$ cat config.mk
export PLATFORM = sky130hd
export DESIGN_NAME = sm83_bus_ctl_flat
export DESIGN_NICKNAME = d
export VERILOG_FILES = /design/src/rtl/sm83_bus_pkg.sv /design/src/rtl/sm83_bus_ctl_if.sv /design/src/rtl/sm83_bus_seq.sv /design/src/rtl/sm83_bus_ctl.sv /design/src/flat_wrapper.sv
export SDC_FILE = /design/constraint.sdc
export NUM_CORES = 1
export LEC_CHECK = 0
export CORE_ASPECT_RATIO = 0.6
export CORE_MARGIN = 4
export CORE_UTILIZATION = 39
export DETAILED_ROUTE_END_ITERATION = 8
export PLACE_DENSITY = 0.76
export SYNTH_ARGS = -nofsm -noshare
export SYNTH_HDL_FRONTEND = slang
export SYNTH_SLANG_ARGS = --single-unit
$ cat constraint.sdc
create_clock -name clk -period 1.5 [get_ports clk]
set_input_delay 0.15 -clock clk [delete_from_list [all_inputs] [get_ports clk]]
set_output_delay 0.15 -clock clk [all_outputs]
set_load 0.01 [all_outputs]
$ cat src/rtl/sm83_bus_pkg.sv
// sm83_bus_pkg
// Types and constants shared by the SM83 external bus cycle sequencer.
//   tstate_t        : machine-cycle T-state encoding (IDLE, T1..T4)
//   bus_dir_t       : direction of the access in flight (RD, WR)
//   DEF_ADR_WIDTH   : default address width; matches the address latch stage
//   DEF_DATA_WIDTH  : default data width
//   req_dir()       : direction chosen for a request pair (read wins)
package sm83_bus_pkg;

  localparam int DEF_ADR_WIDTH  = 16;
  localparam int DEF_DATA_WIDTH = 8;

  typedef enum logic [2:0] {
    IDLE = 3'd0,
    T1   = 3'd1,
    T2   = 3'd2,
    T3   = 3'd3,
    T4   = 3'd4
  } tstate_t;

  typedef enum logic {
    RD = 1'b0,
    WR = 1'b1
  } bus_dir_t;

  // A simultaneous read and write request resolves to a read; the write is
  // dropped and the core is expected to re-issue it.
  function automatic bus_dir_t req_dir(input logic rd, input logic wr);
    bus_dir_t dir;
    if (rd)      dir = RD;
    else if (wr) dir = WR;
    else         dir = RD;
    return dir;
  endfunction

endpackage

$ cat src/rtl/sm83_bus_ctl_if.sv
// sm83_bus_ctl_if
// Groups the core-side handshake and the external pin signals of the bus
// cycle sequencer.
//   Core side : adr_in, wdata, req_rd, req_wr -> ; <- rdata, ack, busy
//   Pin side  : a_pin, d_pin_out, d_pin_oe, rd_n, wr_n -> ; <- d_pin_in, wait_n
// Modports:
//   slave  : the bus controller (sm83_bus_ctl)
//   master : whatever drives requests and models the external bus
interface sm83_bus_ctl_if
  import sm83_bus_pkg::*;
#(
  parameter int ADR_WIDTH  = DEF_ADR_WIDTH,
  parameter int DATA_WIDTH = DEF_DATA_WIDTH
);

  logic [ADR_WIDTH-1:0]  adr_in;
  logic [DATA_WIDTH-1:0] wdata;
  logic                  req_rd;
  logic                  req_wr;
  logic [DATA_WIDTH-1:0] rdata;
  logic                  ack;
  logic                  busy;

  logic [ADR_WIDTH-1:0]  a_pin;
  logic [DATA_WIDTH-1:0] d_pin_out;
  logic                  d_pin_oe;
  logic [DATA_WIDTH-1:0] d_pin_in;
  logic                  rd_n;
  logic                  wr_n;
  logic                  wait_n;

  modport slave (
    input  adr_in, wdata, req_rd, req_wr, d_pin_in, wait_n,
    output rdata, ack, busy, a_pin, d_pin_out, d_pin_oe, rd_n, wr_n
  );

  modport master (
    output adr_in, wdata, req_rd, req_wr, d_pin_in, wait_n,
    input  rdata, ack, busy, a_pin, d_pin_out, d_pin_oe, rd_n, wr_n
  );

endinterface

$ cat src/rtl/sm83_bus_seq.sv
// sm83_bus_seq
// T-state sequencer for one external machine cycle.
// Ports:
//   clk     in   T-state clock
//   reset   in   synchronous active-low reset
//   req     in   any access request (read or write)
//   wait_n  in   external wait, active-low (honoured only with SM83_BUS_WAIT_EN)
//   state   out  current T-state
//   load    out  capture strobe for address/data/direction registers
//   ack     out  one-clock completion pulse, the clock after T4
// Build option: SM83_BUS_WAIT_EN enables wait-state insertion in T3.
//
// state | meaning
// IDLE  | no cycle in progress, waiting for a request
// T1    | address out, read strobe asserted for reads
// T2    | write data driven for writes
// T3    | write strobe asserted for writes; wait states extend this state
// T4    | last T-state; read data latched and next request accepted on exit
module sm83_bus_seq
  import sm83_bus_pkg::*;
(
  input  logic    clk,
  input  logic    reset,
  input  logic    req,
  input  logic    wait_n,
  output tstate_t state,
  output logic    load,
  output logic    ack
);

  localparam logic [2:0] S_IDLE = 3'd0;
  localparam logic [2:0] S_T1   = 3'd1;
  localparam logic [2:0] S_T2   = 3'd2;
  localparam logic [2:0] S_T3   = 3'd3;
  localparam logic [2:0] S_T4   = 3'd4;

  logic [2:0] state_q;
  logic [2:0] state_d;
  logic       stall;

`ifdef SM83_BUS_WAIT_EN
  assign stall = ~wait_n;
`else
  logic unused_wait_n;
  assign unused_wait_n = wait_n;
  assign stall = 1'b0;
`endif

  // Requests are only accepted from IDLE or on the way out of T4, which is
  // what gives back-to-back cycles with no idle gap.
  assign load = req & ((state_q == S_IDLE) | (state_q == S_T4));

  always_comb begin
    state_d = state_q;
    case (state_q)
      S_IDLE:  state_d = req ? S_T1 : S_IDLE;
      S_T1:    state_d = S_T2;
      S_T2:    state_d = S_T3;
      S_T3:    state_d = stall ? S_T3 : S_T4;
      S_T4:    state_d = req ? S_T1 : S_IDLE;
      default: state_d = S_IDLE;
    endcase
  end

  always_ff @(posedge clk) begin
    if (!reset) begin
      state_q <= S_IDLE;
      ack     <= 1'b0;
    end else begin
      state_q <= state_d;
      ack     <= (state_q == S_T4);
    end
  end

  assign state = tstate_t'(state_q);

endmodule

$ cat src/rtl/sm83_bus_ctl.sv
// sm83_bus_ctl
// External bus cycle sequencer for the SM83 core. Samples the latched
// address with a read or write request, runs one 4-T-state machine cycle on
// the external pins and returns read data with a one-clock acknowledge.
// Ports:
//   clk    in  T-state clock, all updates on posedge
//   reset  in  synchronous active-low reset
//   bus    sm83_bus_ctl_if.slave
//          core side : adr_in, wdata, req_rd, req_wr / rdata, ack, busy
//          pin side  : a_pin, d_pin_out, d_pin_oe, rd_n, wr_n / d_pin_in, wait_n
// Build option: SM83_BUS_WAIT_EN lets wait_n=0 stretch T3 (see sm83_bus_seq);
// without it wait_n is ignored and every cycle is exactly four clocks.
module sm83_bus_ctl
  import sm83_bus_pkg::*;
#(
  parameter int ADR_WIDTH  = DEF_ADR_WIDTH,
  parameter int DATA_WIDTH = DEF_DATA_WIDTH
) (
  input logic           clk,
  input logic           reset,
  sm83_bus_ctl_if.slave bus
);

  tstate_t               state;
  logic                  load;
  logic                  ack;
  logic                  req;

  logic [ADR_WIDTH-1:0]  addr_q;
  logic [DATA_WIDTH-1:0] wdata_q;
  logic [DATA_WIDTH-1:0] rdata_q;
  bus_dir_t              dir_q;

  logic                  in_cycle;
  logic                  is_rd;
  logic                  is_wr;
  logic                  data_phase;

  assign req = bus.req_rd | bus.req_wr;

  sm83_bus_seq u_seq (
    .clk    (clk),
    .reset  (reset),
    .req    (req),
    .wait_n (bus.wait_n),
    .state  (state),
    .load   (load),
    .ack    (ack)
  );

  always_ff @(posedge clk) begin
    if (!reset) begin
      addr_q  <= '0;
      wdata_q <= '0;
      rdata_q <= '0;
      dir_q   <= RD;
    end else begin
      // Leaving T4 of a read: d_pin_in is taken on the same edge that may
      // load the next request, so the old direction is what matters here.
      if (state == T4 && dir_q == RD) begin
        rdata_q <= bus.d_pin_in;
      end
      if (load) begin
        addr_q  <= bus.adr_in;
        wdata_q <= bus.wdata;
        dir_q   <= req_dir(bus.req_rd, bus.req_wr);
      end
    end
  end

  assign in_cycle   = (state != IDLE);
  assign is_rd      = in_cycle & (dir_q == RD);
  assign is_wr      = in_cycle & (dir_q == WR);
  assign data_phase = (state == T2) | (state == T3) | (state == T4);

  // Pins decode straight from the state and capture registers; the address
  // register is never cleared between cycles so a_pin holds in IDLE.
  assign bus.a_pin     = addr_q;
  assign bus.d_pin_out = wdata_q;
  assign bus.d_pin_oe  = is_wr & data_phase;
  assign bus.rd_n      = ~is_rd;
  assign bus.wr_n      = ~(is_wr & (state == T3));

  assign bus.rdata = rdata_q;
  assign bus.ack   = ack;
  assign bus.busy  = in_cycle;

endmodule
$ cat src/flat_wrapper.sv
// flat-port wrapper written by rule: the top's interface ports become plain ports
module sm83_bus_ctl_flat import sm83_bus_pkg::*;
#(
  parameter int ADR_WIDTH  = DEF_ADR_WIDTH,
  parameter int DATA_WIDTH = DEF_DATA_WIDTH
)
  (clk, reset, bus_adr_in, bus_wdata, bus_req_rd, bus_req_wr, bus_d_pin_in, bus_wait_n, bus_rdata, bus_ack, bus_busy, bus_a_pin, bus_d_pin_out, bus_d_pin_oe, bus_rd_n, bus_wr_n);
  sm83_bus_ctl_if #(.ADR_WIDTH(ADR_WIDTH), .DATA_WIDTH(DATA_WIDTH)) bus_i ();
  input logic clk;
  input logic reset;
  input wire logic [$bits(bus_i.adr_in)-1:0] bus_adr_in;
  input wire logic [$bits(bus_i.wdata)-1:0] bus_wdata;
  input wire logic [$bits(bus_i.req_rd)-1:0] bus_req_rd;
  input wire logic [$bits(bus_i.req_wr)-1:0] bus_req_wr;
  input wire logic [$bits(bus_i.d_pin_in)-1:0] bus_d_pin_in;
  input wire logic [$bits(bus_i.wait_n)-1:0] bus_wait_n;
  output wire logic [$bits(bus_i.rdata)-1:0] bus_rdata;
  output wire logic [$bits(bus_i.ack)-1:0] bus_ack;
  output wire logic [$bits(bus_i.busy)-1:0] bus_busy;
  output wire logic [$bits(bus_i.a_pin)-1:0] bus_a_pin;
  output wire logic [$bits(bus_i.d_pin_out)-1:0] bus_d_pin_out;
  output wire logic [$bits(bus_i.d_pin_oe)-1:0] bus_d_pin_oe;
  output wire logic [$bits(bus_i.rd_n)-1:0] bus_rd_n;
  output wire logic [$bits(bus_i.wr_n)-1:0] bus_wr_n;
  assign bus_i.adr_in = bus_adr_in;
  assign bus_i.wdata = bus_wdata;
  assign bus_i.req_rd = bus_req_rd;
  assign bus_i.req_wr = bus_req_wr;
  assign bus_i.d_pin_in = bus_d_pin_in;
  assign bus_i.wait_n = bus_wait_n;
  assign bus_rdata = bus_i.rdata;
  assign bus_ack = bus_i.ack;
  assign bus_busy = bus_i.busy;
  assign bus_a_pin = bus_i.a_pin;
  assign bus_d_pin_out = bus_i.d_pin_out;
  assign bus_d_pin_oe = bus_i.d_pin_oe;
  assign bus_rd_n = bus_i.rd_n;
  assign bus_wr_n = bus_i.wr_n;
  sm83_bus_ctl #(.ADR_WIDTH(ADR_WIDTH), .DATA_WIDTH(DATA_WIDTH)) u_core (.clk(clk), .reset(reset), .bus(bus_i));
endmodule
======== After elaboration in Yosys (flattened, before gate mapping) ========
Index checks and enable logic that the tools add are counted.
storage, ports and cells
  flip-flop bits (word level) ............. 37
  bits of input ports ..................... 37
  logic and storage cells ................. 30
cells by class
  equal/unequal tests ..................... 4
  muxes and demuxes ....................... 4
  bitwise gates (word level) .............. 12
  reduce and logical (&&, ||, !) cells .... 4
operators by type and width
  kind                  count
  $pmux W3 S4           1
  $eq A3 B2 Y1 const B  2
  $and A1 B1 Y1         5
  $or A1 B1 Y1          4
  $eq A3 B1 Y1 const B  1
  $eq A3 B3 Y1 const B  1
  $logic_not A3 Y1      1
  $mux W1               3
  $not A1 Y1            3
  $reduce_bool A3 Y1    1
  $reduce_or A2 Y1      1
  $logic_and A1 B1 Y1   1

======== Depth between registers and ports, before layout ========
  word-level depth ........................ 4
  depth in mapped cells ................... 5

======== Hierarchy ========
A second synthesis with hierarchy kept.
unflattened totals
  cell total of the unflattened synthesis .. 138
  area total of the unflattened synthesis .. 1481.4 um^2
by module, submodules not included
  module        times used  cells an instance  area an instance (um^2)  sequential area each (um^2)
  sm83_bus_ctl  1           124                1330.0                   660.6
  sm83_bus_seq  1           14                 151.4                    80.1

======== Least setup slack after synthesis ========
OpenSTA, ideal clock, no wires.
  path kind ............................... register to register
  from .................................... register u_core.u_seq.state_q[0], in the netlist u_core.u_seq.state[0]
  to ...................................... register u_core.u_seq.state_q[0], in the netlist u_core.u_seq.state[0]
  arrival ................................. 1080 ps
  data required time ...................... 1385 ps
  slack ................................... 305 ps
  cell stages (with the launch flop) ...... 6
  buffers on the path ..................... 2
  clock period less this slack ............ 1195 ps
  path through ............................ dfxtp_1 nor2_2 o21a_1 buf_6 buf_6 o21a_1
on the way
  word-level cells in the longest chain between the ends .. 3
  elaborated cells on any way between the ends .. 7
  classes of those cells .................. eq/ne (4); mux (1); reduce/logical (2)
ends and longest elaborated chain
  item                                              RTL line            text
  start: declaration                                sm83_bus_seq.sv:37  logic [2:0] state_q;
  start signal: assignment                          sm83_bus_seq.sv:70  state_q <= state_d;
  $eq A3 B3 Y1 or $logic_not A3 Y1 (tied branches)  sm83_bus_seq.sv:55  case (state_q)
  $reduce_or A2 Y1 (no source line)                 -
  $pmux W3 S4 (*)                                   sm83_bus_seq.sv:55
Every way passes the cells marked *; elsewhere a longest branch is shown, timed or not.
A chain may end at the register's enable or synchronous reset.

======== Worst setup path in the final report ========
  from .................................... register u_core.u_seq.state_q[2], in the netlist u_core.u_seq.state[2]
  to ...................................... output port bus_busy
on the way
  word-level cells in the longest chain between the ends .. 1
ends and longest elaborated chain
  item                RTL line            text
  $reduce_bool A3 Y1  sm83_bus_ctl.sv:71  assign in_cycle = (state != IDLE);
  end: declaration    flat_wrapper.sv:19  output wire logic [$bits(bus_i.busy)-1:0] bus_busy;
No other way between the ends.

==> results.md <==
* Die Ht at 55.6 um
* CP Max Fanout at 5
* Clk_skew at 3.29 ps
* Placed standard-cell area at 2260 um2
* Fmax at 0.683 GHz
* Mean Syn Cell Area at 9.02 um2
* First-pass GRT wire length at 5950 um
* Mapped Cells at 163
* Top cell type's share of synthesized area at 50.4%
* Synthesized area at 1470 um2
* Critical Path, Cell by Cell: or3_4 -> dlygate4sd2_1
* Cell Int Power at 2.00 mW
* CP top delay family: simple AND/OR/NAND/NOR gates
* Routability-driven placement congestion ratio at 0.793
* Worst reg2reg setup slack at 250 ps
* Unrepaired setup endpoints after global routing: no
* Avg WL per Cell at 13.0 um
* Largest net degree at the start of global routing at 44
* WS Path Type: reg2out
* Worst-path clk slew at 60 ps
* Drt pass-1 iters at 4
* Slowest cell on the critical path: or3_4
* DP Wirelength at 2790 um
* Total die area at 4850 um2
* Top-Level Pins at 74
* Period utilisation layout at 97.7%
* Sequential Power Share at 43.2%
* Peak supply drop at 0.000717 V
* DR iter-0 viols at 39
* Initial Util at 42.7%
* Layout cell share with drive strength beyond 1 at 8.33%
* Netlist cell types at 24
* Critical Path AT at 1310 ps
* Pins Over Slew Limit at 0
* Pwr Density at 1190 nW/um2
* Avg Vias per Cell at 4.64
* Combinational share of power at 33.8%
* Layout area overhead at 59.2%
* IO Port Bufs at 72
* CTS Sinks at 37
* Commonest non-fill, non-tap cell in the layout: clkdlybuf4s50_1
* Total Negative Setup Slacks at 0 ps
* NumNets Final at 276
* R2r startpoint: u_core.u_seq.state[1]
* CP required at 1350 ps
* Worst Path Buf+Inv at 1
* Area leader, netlist: dfxtp_1
* Most frequent cells in the layout: 67 x clkdlybuf4s50_1, 57 x nand2_1, 36 x dfxtp_1
* Vias in the first global route at 1369
* CTS tree: built
* Synthesized Nets at 200
* Clock root cell: clkbuf_8
* Synthesized flop and latch total at 37
* Endpoint type of the worst setup path: primary output
* Largest stage delay, worst path at 400 ps
* # diodes at 0
* # Max-Cap Violations at 0
* Gr usage total at 15.4%
* Slew at the pin closest to its max-slew limit at 243 ps
* Minimum clock period at 1460 ps
* Post-CTS Hold Buffers at 0
* End of the worst register-to-register path: u_core.bus.a_pin[9]
* Critical path launch point type: flip-flop
* Latest clock arrival within the worst-skew pair at 280 ps
* Sw frac at 28.4%
* Post-DRT Antenna Nets at 0
* Routed wire length at 3710 um
* Clock buffer depth at 2
* Hold crit path type: in2reg
* Die width at 87.3 um
* H-tree Lvls at 2
* Slew headroom at 83.8%
* Design area at 2340 um2
* Clock Power Share at 23.0%
* Hold EP: u_core.bus.d_pin_out[6]
* DR DRC count at 0
* Hold slack final at 235 ps
* Rows at 16
* Worst reg2reg path depth at 5
* Final-layout fill cell count at 278
* Core box area at 3440 um2
* Total global routing overflow at 0
* Hold Violations, Final at 0
* Initial antenna violation count at 0
* Warnings, synthesis at 0
* P_sw at 0.793 mW
* Top cells by area, synth: dfxtp_1 50%, mux2i_1 16%, nand2_1 15%
* Status: complete, no violations
* TritonCTS Buffers at 5
* DR vias at 1322
* Worst hold path depth at 3
* Static leakage power at 0.942 nW
* Register area share after synthesis at 50.4%
* Setup violations, final at 0
* Hold Startpoint: reset
sequential cells by signal (all words and copies together) (netlist names):
name,flops
u_core.bus.d_pin_out,8
u_core.dir_q,1
u_core.u_seq.state,3
u_core.bus.a_pin,16
u_core.bus.rdata,8
u_core.u_seq.ack,1
routing by layer:
metal	GRT usage, %	up-vias	share of wire, %
met4	4.60	0	0.75
met1	17.2	584	43
met5	0	-	0
met2	25.8	49	45
met3	7.58	5	11
li1	-	684	-
area by class of cell:
class,instances,area (um2),share of cell area (%)
timing repair buffer,80,795,33.9
sequential,37,742,31.7
multi-input combinational,114,664,28.4
clock buffer,8,80.1,3.42
tap,45,56.3,2.41
inverter,1,3.75,0.160
worst max-delay path by stage:
stage / start / to / slack [ps] / depth (start not counted)
global placement: u_core.u_seq.state[2] / bus_rd_n / 20 / 3
CTS: u_core.u_seq.state[2] / bus_rd_n / 6 / 3
detailed placement: u_core.u_seq.state[2] / bus_rd_n / -5 / 3
global route: u_core.u_seq.state[2] / bus_busy / 4 / 2
floorplan: u_core.u_seq.state[0] / u_core.u_seq.state[0] / 310 / 5
finish: u_core.u_seq.state[2] / bus_busy / 40 / 2
cell families after synthesis:
family / count (synthesis) / synth area share [%]
AO/OA/AOI/OAI: 13 / 5.11
AND/OR/NAND/NOR: 76 / 22.6
XOR/XNOR: 1 / 0.596
flip-flops: 37 / 50.4
buffers and inverters: 12 / 4.94
multiplexers: 24 / 16.3
worst reg2reg max path: stages (launching register included):
cell     delay (ps)
dfxtp_2         340
nor2_2          120
buf_4           130
o21a_1          150
buf_12          210
mux2i_1         230
through the flow:
| step | total power [mW] | cells | util [%] | worst slack (ps) |
|---|---|---|---|---|
| 2_1_floorplan | 1.71 | 163 | - | 305 |
| 3_3_place_gp | 2.15 | 277 | 65.6 | 22.3 |
| 3_5_place_dp | 2.18 | 277 | 65.6 | -5.26 |
| 4_1_cts | 2.83 | 285 | 68.1 | 6.39 |
| 5_1_grt | 2.93 | 285 | 68.0 | 3.90 |
| 6_report | 2.79 | 285 | 68.0 | 35.2 |
power groups by stage:
stage	Sequential [mW]	Clock (mW)	Combinational [mW]
finish	1.20	0.642	0.944
global route	1.22	0.693	1.02
CTS	1.20	0.670	0.959
detailed placement	1.22	0	0.960
global placement	1.21	0	0.939
floorplan	1.29	0	0.423
timing repair:
item / in CTS / in global routing
pin swaps: 0 / 0
buffers inserted: 0 / 0
setup endpoints to repair: 4 / 3
gates resized for setup: 8 / 4
gates cloned: 0 / 0
synthesized netlist by cell type:
master / number
nand2b_1: 2
buf_1: 2
a211oi_1: 1
clkbuf_1: 4
inv_1: 1
a21boi_0: 1
buf_2: 1
a21oi_1: 1
or3_1: 1
nor2b_1: 1
nor3_1: 1
nor2_2: 1
mux2i_1: 24
nand3_1: 9
nor4b_4: 1
and3_1: 1
nand2_1: 57
nor2_1: 2
o21a_1: 2
xnor2_1: 1
dfxtp_1: 37
buf_6: 3
buf_4: 1
o21ai_0: 8
Note: power is estimated with default switching activity, not from simulation.
==> variant (same settings) <==
Add a define of `SM83_BUS_WAIT_EN`.
--- a/src/rtl/sm83_bus_seq.sv
+++ b/src/rtl/sm83_bus_seq.sv
@@ -17,4 +17,6 @@
 // T3    | write strobe asserted for writes; wait states extend this state
 // T4    | last T-state; read data latched and next request accepted on exit
+`define SM83_BUS_WAIT_EN
+
 module sm83_bus_seq
   import sm83_bus_pkg::*;
Check against the original RTL: not equivalent (a bounded check fails within 10 cycles, from zero or initial values and one cycle with reset low).
==> variant against the original RTL <==
Critical path depth increased by 1. Clock skew decreased by 1.8 ps. Largest cell class unchanged. Worst setup slack improved by 29 ps. Register-to-register slack got worse by 140 ps. Synthesized cell count increased by 0.61%. Synthesized area increased by 2.0%. Critical endpoint is now bus_rd_n. Final area increased by 1.0%. Power decreased by 13%. First-iteration DRC count decreased by 18%. Maximum frequency increased by 2.0%. Wire length decreased by 5.3%. Sequential cell count unchanged.
==> variant: results (changes against the original RTL) <==
layout:
  largest_reg_flops: 16  # unchanged
  nets: 279  # +1.1%
  drive_above_1_share_pct: 9.47  # +1.1 points
  nFillCells: 329  # +18%
synthesis:
  synth_compound_area_share_pct: 5.50  # +0.40 points
  synth_mux_area_share_pct: 16.0  # -0.33 points
  ys_seq_area_share_pct: 49.4  # -1.0 points
  synthAdderAreaFrac_pct: 0  # unchanged
  synthXorXnorAreaFrac_pct: 0  # -0.60 points
  yosys-top-cells-area: "dfxtp_1 (49%), mux2i_1 (16%), nand2_1 (15%), o21ai_0 (3.3%), buf_12 (2.7%)"
  syn_nets: 201  # +0.50%
  synthDistinctLibCells: 25  # +4.2%
  ys_top_cells_by_count: "nand2_1 (58), dfxtp_1 (37), mux2i_1 (24), o21ai_0 (10), nand3_1 (8)"
  syn_area_per_cell_sq_um: 9.15  # +1.4%
worst_setup_path:
  rr_worst_depth: 6  # +1
  path_max_fanout: 4  # -1
  r2r_setup_slack_ps: 110  # -140 ps
  cp-startpoint: "u_core.u_seq.state[1]"
  worstSetupEndpoint: "bus_rd_n"
  crit_arrival_ps: 1290  # -20 ps
  r2r-end: "u_core.bus.d_pin_out[0]"
  reg2reg_from: "u_core.u_seq.state[0]"
placement:
  post-dp-hpwl_microns: 2630  # -5.8%
  io_buffers: 73  # +1.4%
  gp_congestion: 0.707  # -11%
  dpl_cell_area_sq_um: 2300  # +1.8%
  place_ws_ps: -59.5  # -54.2 ps
detailed_routing:
  top_layer_used: "met3"
  viasPerCell: 4.57  # -1.5%
  routed-wl-met2_microns: 1400  # -17%
  post_drt_wl_per_cell_microns: 12.1  # -6.9%
  drtIter0Drc: 32  # -18%
  dr.pass1.iters: 4  # unchanged
  dr_wl_met3_microns: 476  # +14%
  wl_met1_microns: 1650  # +3.9%
pwr:
  clockPowerShare_pct: 26.0  # +3.0 points
  p_leak_uw: 0.000949  # +0.71%
  finalPower_uw: 2440  # -13%
  vdd_drop_max_v: 0.000549  # -23%
  p_comb_uw: 674  # -29%
  p_int_uw: 1810  # -9.5%
timing:
  worst_slew_pin_slew_ps: 234  # -8.81 ps
  max_freq_mhz: 696  # +2.0%
  skew_ps: 1.52  # -1.78 ps
clock_tree:
  cts.path.max_buffers: 2  # unchanged
  postCtsResizedCells: 9  # +1
grt:
  grt_max_degree: 48  # +9.1%
  use_met1_pct: 18.1  # +0.84 points
  grt_pass1_wl_microns: 5540  # -7.0%
  grt_pass1_vias: 1225  # -11%
  grt_usage_pct: 14.1  # -1.3 points
  met3_usage_pct: 8.73  # +1.1 points
status:
  status: "complete, no violations"
## variant: worst min path at each step
| stage | start | end | slack [ps] |
|---|---|---|---|
| 5_1_grt | reset | u_core.bus.rdata[0] | 260 |
| 2_1_floorplan | bus_req_rd | u_core.dir_q | 250 |
| 4_1_cts | reset | u_core.bus.rdata[0] | 240 |
| 3_5_place_dp | u_core.bus.a_pin[15] | u_core.bus.a_pin[15] | 450 |
| 6_report | reset | u_core.bus.rdata[0] | 250 |
| 3_3_place_gp | u_core.bus.a_pin[15] | u_core.bus.a_pin[15] | 440 |
## variant: cell type report
type / instances / area [sq um] / area share [%]
Multi-Input combinational cell: 115 / 666 / 28.1
Tap cell: 47 / 58.8 / 2.49
Clock buffer: 8 / 80.1 / 3.39
Sequential cell: 37 / 742 / 31.4
Inverter: 1 / 3.75 / 0.159
Timing Repair Buffer: 82 / 815 / 34.4
## variant: critical path, stage by stage, from the launching register on
cell and delay [ps]:
dfxtp_2 330, or3_2 480, nand2b_1 80, buf_2 120
